===== src/rtl/burst_grant_arb_pkg.sv =====
// burst_grant_arb_pkg: shared state type, default sizes and one-hot helper for the burst-grant arbiter.
package burst_grant_arb_pkg;
   localparam int DEF_NUM_REQ = 4;
   localparam int DEF_CNT_W   = 3;
   localparam int MAX_REQ     = 8;
   typedef enum logic {IDLE, BURST} state_e;
   function automatic logic [MAX_REQ-1:0] onehot(input logic [2:0] id);
      return MAX_REQ'(1) << id;
   endfunction
endpackage


===== src/rtl/burst_rr_pick.sv =====
// burst_rr_pick: combinational round-robin picker returning the first eligible index at or after ptr, wrapping.
module burst_rr_pick #(
   parameter int NUM_REQ = 4,
   parameter int ID_W    = $clog2(NUM_REQ)
) (
   input  logic [NUM_REQ-1:0] elig,
   input  logic [ID_W-1:0]    ptr,
   output logic               valid,
   output logic [ID_W-1:0]    winner
);
   logic [ID_W-1:0] idx;
   always_comb begin
      valid  = 1'b0;
      winner = '0;
      idx    = '0;
      for (int i = NUM_REQ - 1; i >= 0; i--) begin
         idx = ID_W'((int'(ptr) + i) % NUM_REQ);
         if (elig[idx]) begin
            valid  = 1'b1;
            winner = idx;
         end
      end
   end
endmodule


===== src/rtl/burst_grant_arb.sv =====
// burst_grant_arb: round-robin arbiter issuing fixed-length gnt bursts with a last marker and sticky protocol checking.
module burst_grant_arb
   import burst_grant_arb_pkg::*;
#(
   parameter int NUM_REQ = DEF_NUM_REQ,
   parameter int CNT_W   = DEF_CNT_W,
   parameter int ID_W    = $clog2(NUM_REQ)
) (
   input  logic                     clk,
   input  logic                     reset_n,
   input  logic [NUM_REQ-1:0]       req,
   input  logic [NUM_REQ*CNT_W-1:0] num_grants,
   output logic [NUM_REQ-1:0]       gnt,
   output logic [NUM_REQ-1:0]       last,
   output logic                     busy,
   output logic [ID_W-1:0]          owner,
   output logic                     err
);
   state_e             state_q, state_d;
   logic [ID_W-1:0]    rr_ptr_q, rr_ptr_d, owner_q, owner_d, pick_id;
   logic [CNT_W-1:0]   rem_q, rem_d, cnt;
   logic [NUM_REQ-1:0] gnt_q, gnt_d, last_q, last_d, mask_q, mask_d, chk_q, chk_d, win_oh, own_oh;
   logic               busy_q, busy_d, err_q, err_d, pick_vld;

   burst_rr_pick #(.NUM_REQ(NUM_REQ), .ID_W(ID_W)) u_pick (
      .elig   (req & ~mask_q),
      .ptr    (rr_ptr_q),
      .valid  (pick_vld),
      .winner (pick_id)
   );

   always_comb begin
      cnt = '0;
      for (int i = 0; i < NUM_REQ; i++)
         if (pick_id == ID_W'(i)) cnt = num_grants[i*CNT_W +: CNT_W];
      win_oh   = NUM_REQ'(onehot(3'(pick_id)));
      own_oh   = NUM_REQ'(onehot(3'(owner_q)));
      state_d  = state_q;
      rr_ptr_d = rr_ptr_q;
      owner_d  = owner_q;
      rem_d    = rem_q;
      gnt_d    = gnt_q;
      last_d   = last_q;
      busy_d   = busy_q;
      mask_d   = '0;
      // mask_q ages into chk_q so the finished owner's req is checked two edges after its last beat
      chk_d    = mask_q;
      err_d    = err_q | (|(req & chk_q));
      if (state_q == IDLE) begin
         if (pick_vld) begin
            state_d  = BURST;
            owner_d  = pick_id;
            rr_ptr_d = (pick_id == ID_W'(NUM_REQ - 1)) ? '0 : pick_id + 1'b1;
            rem_d    = cnt;
            busy_d   = 1'b1;
            gnt_d    = (cnt != '0) ? win_oh : '0;
            last_d   = (cnt <= CNT_W'(1)) ? win_oh : '0;
         end
      end else if (|last_q) begin
         state_d = IDLE;
         gnt_d   = '0;
         last_d  = '0;
         busy_d  = 1'b0;
         mask_d  = own_oh;
      end else begin
         rem_d  = rem_q - 1'b1;
         last_d = (rem_d == CNT_W'(1)) ? own_oh : '0;
         err_d  = err_d | ~req[owner_q];
      end
   end

   always_ff @(posedge clk or negedge reset_n)
      if (!reset_n) begin
         state_q  <= IDLE;
         rr_ptr_q <= '0;
         owner_q  <= '0;
         rem_q    <= '0;
         gnt_q    <= '0;
         last_q   <= '0;
         busy_q   <= 1'b0;
         mask_q   <= '0;
         chk_q    <= '0;
         err_q    <= 1'b0;
      end else begin
         state_q  <= state_d;
         rr_ptr_q <= rr_ptr_d;
         owner_q  <= owner_d;
         rem_q    <= rem_d;
         gnt_q    <= gnt_d;
         last_q   <= last_d;
         busy_q   <= busy_d;
         mask_q   <= mask_d;
         chk_q    <= chk_d;
         err_q    <= err_d;
      end

   assign gnt   = gnt_q;
   assign last  = last_q;
   assign busy  = busy_q;
   assign owner = owner_q;
   assign err   = err_q;
endmodule


===== config.mk =====
export PLATFORM = sky130hd
export DESIGN_NAME = burst_grant_arb
export DESIGN_NICKNAME = d
export VERILOG_FILES = /design/src/rtl/burst_grant_arb_pkg.sv /design/src/rtl/burst_rr_pick.sv /design/src/rtl/burst_grant_arb.sv
export SDC_FILE = /design/constraint.sdc
export NUM_CORES = 1
export LEC_CHECK = 0
export CAP_MARGIN = 20
export CORE_MARGIN = 2
export CORE_UTILIZATION = 46
export CTS_CLUSTER_SIZE = 24
export DETAILED_ROUTE_END_ITERATION = 16
export PLACE_DENSITY = 0.75
export SKIP_CTS_REPAIR_TIMING = 1
export SLEW_MARGIN = 10
export SYNTH_ARGS = -nofsm -noshare
export SYNTH_HDL_FRONTEND = slang
export SYNTH_SLANG_ARGS = --single-unit
export TNS_END_PERCENT = 50

===== constraint.sdc =====
create_clock -name clk -period 2.3 [get_ports clk]
set_input_delay 0.46 -clock clk [delete_from_list [all_inputs] [get_ports clk]]
set_output_delay 0.46 -clock clk [all_outputs]
set_load 0.005 [all_outputs]

Word level (Yosys, flattened, before mapping)
Index checks and enable logic that the tools add are counted.
{"block": "op_classes", "n_addsub": 5, "magnitude_cmp": 6, "eq_ne": 6, "shift": 2, "n_mux": 45, "bitwise_logic": 7, "n_reduce_logical": 8}
{"cell": "$mux W4", "count": 11}
{"cell": "$mux W3", "count": 7}
{"cell": "$mux W1", "count": 17}
{"cell": "$lt A2 B3 Y1 const B", "count": 5}
{"cell": "$bmux W1 S2", "count": 5}
{"cell": "$mux W2", "count": 5}
{"cell": "$and A4 B4 Y4", "count": 2}
{"cell": "$reduce_or A4 Y1", "count": 2}
{"cell": "$shl A1 B2 Y4 const A", "count": 2}
{"cell": "$reduce_and A2 Y1", "count": 3}
{"cell": "$add A2 B1 Y2 const B", "count": 2}
{"cell": "$add A2 B2 Y2 const B", "count": 2}
{"cell": "$eq A2 B2 Y1 const B", "count": 2}
{"cell": "$not A4 Y4", "count": 1}
{"cell": "$eq A3 B1 Y1 const B", "count": 1}
{"cell": "$le A3 B1 Y1 const B", "count": 1}
{"cell": "$reduce_bool A3 Y1", "count": 1}
{"cell": "$sub A3 B1 Y3 const B", "count": 1}
{"cell": "$eq A2 B1 Y1 const B", "count": 1}
{"cell": "$logic_not A2 Y1", "count": 1}
{"cell": "$ne A2 B1 Y1 const B", "count": 1}
{"cell": "$ne A2 B2 Y1 const B", "count": 1}
{"cell": "$not A1 Y1", "count": 2}
{"cell": "$or A1 B1 Y1", "count": 2}
{"cell": "$reduce_bool A2 Y1", "count": 1}
{"block": "totals", "reg_bits": 26, "inputBits": 18, "output_inout_bits": 12, "word_cells": 89}

Logic depth before layout (Yosys ltp)
{"block": "logic_depth", "depth_word": 17, "depth_mapped": 10, "ltp_nobuf": 9}

Cells and area by module
A second synthesis with hierarchy kept.
{"block": "unflattened", "hier_cells": 139, "hier_area_um2": 1393.8}
{"mod": "burst_grant_arb", "n_inst": 1, "cells_each": 126, "area_per_inst_um2": 1316.3, "seq_area_each_um2": 650.6}
{"mod": "burst_rr_pick", "n_inst": 1, "cells_each": 13, "area_per_inst_um2": 77.6, "seq_area_each_um2": 0.0}

Least setup slack after synthesis
No wires, ideal clock.
{"block": "synth_path", "kind": "input -> register", "start": "in req[2]", "end": "reg last_q[0] (netlist: last[0])", "setup_time_ps": 126, "arrival_time_ps": 2316, "t_required_ps": 2174, "setup_slack_ps": -142, "cell_stages": 10, "path_buffers": 1, "path_cell_list": "nor2b_1 > a221oi_1 > o22ai_2 > inv_1 > ha_1 > buf_4 > nor2b_1 > a211oi_2 > nor2_1 > a221o_1"}
{"block": "synth_between", "elab_chain_cells": 16, "elab_cells_between_ends": 31, "classes_between": "order compare: 1; eq/ne: 3; shift: 1; mux: 23; bitwise: 1; reduce/logical: 2"}
{"element": "from (decl)", "line": "burst_grant_arb.sv:11", "text": "input logic [NUM_REQ-1:0] req,"}
{"element": "$and A4 B4 Y4 *", "line": "burst_grant_arb.sv:26", "text": ".elig (req & ~mask_q),"}
{"element": "$bmux W1 S2", "line": "burst_rr_pick.sv:18", "text": "if (elig[idx]) begin"}
{"element": "$mux W1 (implied by the code)", "line": "burst_rr_pick.sv:18"}
{"element": "$mux W2 (3 in series)", "line": "burst_rr_pick.sv:18"}
{"element": "$mux W2 *", "line": "burst_rr_pick.sv:18"}
{"element": "net pick_id[0]", "line": "burst_grant_arb.sv:20", "text": "logic [ID_W-1:0] rr_ptr_q, rr_ptr_d, owner_q, owner_d, pick_id;"}
{"element": "$logic_not A2 Y1", "line": "burst_grant_arb.sv:35", "text": "if (pick_id == ID_W'(i)) cnt = num_grants[i*CNT_W +: CNT_W];"}
{"element": "$mux W3 (4 in series)", "line": "burst_grant_arb.sv:35"}
{"element": "$le A3 B1 Y1", "line": "burst_grant_arb.sv:57", "text": "last_d = (cnt <= CNT_W'(1)) ? win_oh : '0;"}
{"element": "$mux W4 *", "line": "burst_grant_arb.sv:57"}
{"element": "$mux W4 *", "line": "burst_grant_arb.sv:50", "text": "if (pick_vld) begin"}
{"element": "$mux W4 *", "line": "burst_grant_arb.sv:49", "text": "if (state_q == IDLE) begin"}
{"element": "to (signal assigned)", "line": "burst_grant_arb.sv:90", "text": "last_q <= last_d;"}
{"element": "to (decl)", "line": "burst_grant_arb.sv:22", "text": "logic [NUM_REQ-1:0] gnt_q, gnt_d, last_q, last_d, mask_q, mask_d, chk_q, chk_d, win_oh, own_oh;"}
Mark *: on every way through the listed nets, which the timed path passes. The rest lies on a longest branch. The select of a mux whose other input is x is not followed.
A chain may end at the register's enable or synchronous reset.

Worst setup path after layout
{"block": "layout_path", "start": "reg mask_q[3] (netlist: chk_d[3])", "end": "reg last_q[3] (netlist: last[3])"}
{"block": "layout_between", "elab_chain_cells": 17, "elab_cells_between_ends": 32, "classes_between": "order compare: 1; eq/ne: 3; shift: 1; mux: 23; bitwise: 2; reduce/logical: 2"}
{"element": "from (decl)", "line": "burst_grant_arb.sv:22"}
{"element": "from (signal assigned)", "line": "burst_grant_arb.sv:92", "text": "mask_q <= mask_d;"}
{"element": "$not A4 Y4 *", "line": "burst_grant_arb.sv:26"}
{"element": "$and A4 B4 Y4 *", "line": "burst_grant_arb.sv:26"}
{"element": "$bmux W1 S2", "line": "burst_rr_pick.sv:18"}
{"element": "$mux W1 (implied by the code)", "line": "burst_rr_pick.sv:18"}
{"element": "$mux W2 (4 in series)", "line": "burst_rr_pick.sv:18"}
{"element": "$logic_not A2 Y1", "line": "burst_grant_arb.sv:35"}
{"element": "$mux W3 (4 in series)", "line": "burst_grant_arb.sv:35"}
{"element": "$le A3 B1 Y1", "line": "burst_grant_arb.sv:57"}
{"element": "$mux W4", "line": "burst_grant_arb.sv:57"}
{"element": "$mux W4", "line": "burst_grant_arb.sv:50"}
{"element": "$mux W4", "line": "burst_grant_arb.sv:49"}
Every way passes the cells marked *; elsewhere a longest branch is shown, timed or not. The select of a mux whose other input is x is not followed.

==> impl_results.md <==
- Gate power share: 65.3%
- Placed cell count: around 230
- Area contributors post-synth: dfrtp_1 (43%), ha_1 (5.0%), nand2_1 (3.7%)
- Clock root buffer: clkbuf_4
- Total track usage: roughly 22%
- Crit path to: last[3]
- Cell-internal power: ~1800 µW
- Cell count after synthesis: 140
- Hold Path Class: reg2reg
- Max-cap violation count: 0
- Tcrit/Tclk final: 104%
- Post-synthesis compound-gate area fraction: about a quarter
- XOR/XNOR share of the synthesized area: 1.16%
- Top Layer Used: met4
- Clk pwr share: about 7.7%
- Most common cell in the synthesized netlist: dfrtp_1
- Hold Vio Cnt, Final: 0
- N_diodes: 0
- Chip Height: about 60 µm
- Slew Limit Headroom: 55.1%
- Crit Path Category: reg2reg
- Pin count of the biggest net entering global routing: 27
- CP Launch Type: flip-flop
- P_leak: 0.000997 µW
- Asr flop ratio synth: 100%
- Gpl congestion: 0.901
- Starting Density: between 40% and 50%
- Routed len/inst: roughly 16 µm
- Congestion Overflow GR: 0
- Ys flop type: dfrtp_1
- CTS tree: yes
- Largest family of logic cells by synthesized area: compound AO/OA/AOI/OAI gates
- Ys Warns: 0
- Simple-Gate Fraction of Synth Area: around a fifth
- WP data arrival: approximately 2.6 ns
- First DRT Iteration DRCs: 85
- Initial antenna violation count: 0
- Setup crit end kind: flip-flop
- Worst-Margin Slew: between 0.6 and 0.7 ns
- Drt first pass iters: 4
- I/O Pins: 30
- Reg2reg path depth: 9
- Post-synth EDFFs: 0
- Post-route DRC: 0
- Total CTS buffers: 3
- Mean Syn Cell Area: between 10 and 15 µm²
- Power Density: about 1300 nW/µm²
- Adder-Cell Fraction of Synth Area: 4.98%
- Global-route wire length before repair: ~6200 µm
- Flop-to-flop setup slack: -0.09 ns
- Die ar.: between 3000 and 4000 µm²
- Filler instances: 219
- Worst vdd ir: around 0.89 mV
- Status: finished with violations
- Yosys top cell area share: a little over two fifths
- WL met3: approximately 130 µm
- Vias: around 1400
- Setup crit start: chk_d[3]
- HPWL after detailed placement: 2820 µm
- RSZ-0062 raised after global routing: true
- Port buffer count: 29
- Total wire length: 3970 µm
- Synth area leader: dfrtp_1
- R2R Path End: last[3]
- Worst Path Max Fanout: 6
- Synth cell types: 51
- Final Instance Count excl. Fillers: about 240
- Max Slew Vio Count: 0
- Failing checks: negative setup slack
- Synth cell count leaders: dfrtp_1 (26), nand2_1 (15), inv_1 (9)
- Mux cell area share after synthesis: 1.74%
- Synth Net Count: between 150 and 200
- Die width: roughly 60 µm
- Setup violations, final: 8
- Clk slew on worst S/H paths: about 0.15 ns
- Syn-to-layout area delta: 51.5%
- Max Root-Sink Buffers: 2
- Seq pwr share: 27.0%
- Highest Clock Rate: about 0.42 GHz
- Cell Area, Synth: roughly 1500 µm²
- Setup_tns: -0.371 ns
- CORE AREA: slightly above 3000 µm²
- Vias per cell: about 5.6
- Met1 WL: around 1700 µm
- Switching Share: 43.0%
- Met2 wire len: about 2000 µm
- Routed Antenna Nets: 0
- Vias in the first global route: ~1300
- Reg-to-reg critical path startpoint: chk_d[3]
- Nets: ~220
- Clk Latency, worst-skew pair: roughly 0.33 ns
- FP Rows: 20
- Fin crit period: 2.39 ns
- Post-route setup slack: -0.0885 ns
- Flops & latches, synth: 26
- Layout cells sized above 1: a little over a third
- Net switching power: around 1300 µW
- Fin Clk Skew: approximately 0.0048 ns
- Sequential element share of the synthesized area: between 40% and 50%
- Critical path required time: ~2.5 ns
- H-tree levels: 1
- Clock sink total: 26
[worst max-delay path, stage by stage (launching register included)]
cell,delay (ns)
dfrtp_1,0.45
or2b_1,0.28
a21boi_2,0.15
o22ai_2,0.10
buf_4,0.16
ha_4,0.18
nand3b_1,0.20
a221oi_4,0.40
nor2_4,0.07
a221o_1,0.29
[worst min path at each step]
stage | start | endpoint | slack (ns) | cells past startpoint
4_1_cts | chk_d[1] | chk_q[1] | 0.43 | 0
6_report | chk_d[1] | chk_q[1] | 0.43 | 0
5_1_grt | chk_d[1] | chk_q[1] | 0.45 | 0
3_3_place_gp | chk_d[1] | chk_q[1] | 0.39 | 0
2_1_floorplan | reset_n | busy | 0.16 | 0
3_5_place_dp | chk_d[1] | chk_q[1] | 0.40 | 0
[power by group through the flow]
stage / logic (µW) / clock network, µW / registers, µW
after floorplan: 1110 / 0 / 734
after global placement: 1620 / 0 / 806
after detailed placement: 1670 / 0 / 818
after CTS: 1680 / 241 / 811
after global routing: 2200 / 259 / 862
final: 2010 / 238 / 832
[cell usage in the layout, fill, tap and decap left out, types with 2 or more instances in the layout]
master            n
buf_4            28
dfrtp_1          25
clkdlybuf4s50_1  25
nand2_1          15
inv_1             8
nor2_1            5
nor2b_4           4
dlymetal6s2s_1    4
nand2b_4          3
a211oi_4          3
o21ai_0           3
o2bb2ai_2         3
ha_1              3
ha_4              3
clkbuf_4          3
a221oi_4          2
a21oi_1           2
nor3b_1           2
nor3_1            2
nand4_1           2
and2_1            2
nand3b_1          2
nor3b_2           2
xnor2_1           2
a221o_1           2
o21a_1            2
o21ai_2           2
a211oi_2          2
nand3_1           2
nand4b_1          2
o32ai_1           2
a31o_2            2
[cell type report]
class	count	area, µm²	area share (%)
Clock buffer	4	36.3	1.59
Multi-Input combinational cell	101	998	43.7
Inverter	9	33.8	1.48
Timing Repair Buffer	57	510	22.3
Sequential cell	26	652	28.5
Tap cell	44	55.1	2.41
[per-layer routing]
metal | global-route usage [%] | vias to the layer above
met5 | 0 | -
met1 | 31.3 | 684
met3 | 2.73 | 6
met2 | 36.3 | 30
met4 | 6.21 | 0
li1 | - | 633
[cells by family after synthesis]
group	Yosys count
AOI/OAI and AO/OA	39
xor gates and xnor gates	2
adders and majority gates	6
buffers and inverters	13
DFF	26
muxes	1
and+or+nand+nor	53
[stage by stage]
stage	worst slack, ns	hold WS [ns]	power (µW)	instance area (µm²)	util [%]
3_5_place_dp	-0.684	0.395	2490	2080	67.4
3_3_place_gp	-0.640	0.393	2430	2080	67.4
4_1_cts	-0.327	0.428	2730	2110	68.6
2_1_floorplan	0.00299	0.164	1850	1590	-
5_1_grt	-0.198	0.449	3320	2290	74.3
6_report	-0.0885	0.432	3080	2290	74.3
[registers in the layout (all words and copies together), names as in the netlist]
register and count:
rr_ptr_q 2, owner 2, err 1, busy 1
chk_d 4, chk_q 4, rem_q 3, state_q 1
gnt 4, last 4
No activity file was read; power rests on OpenSTA's default activity.
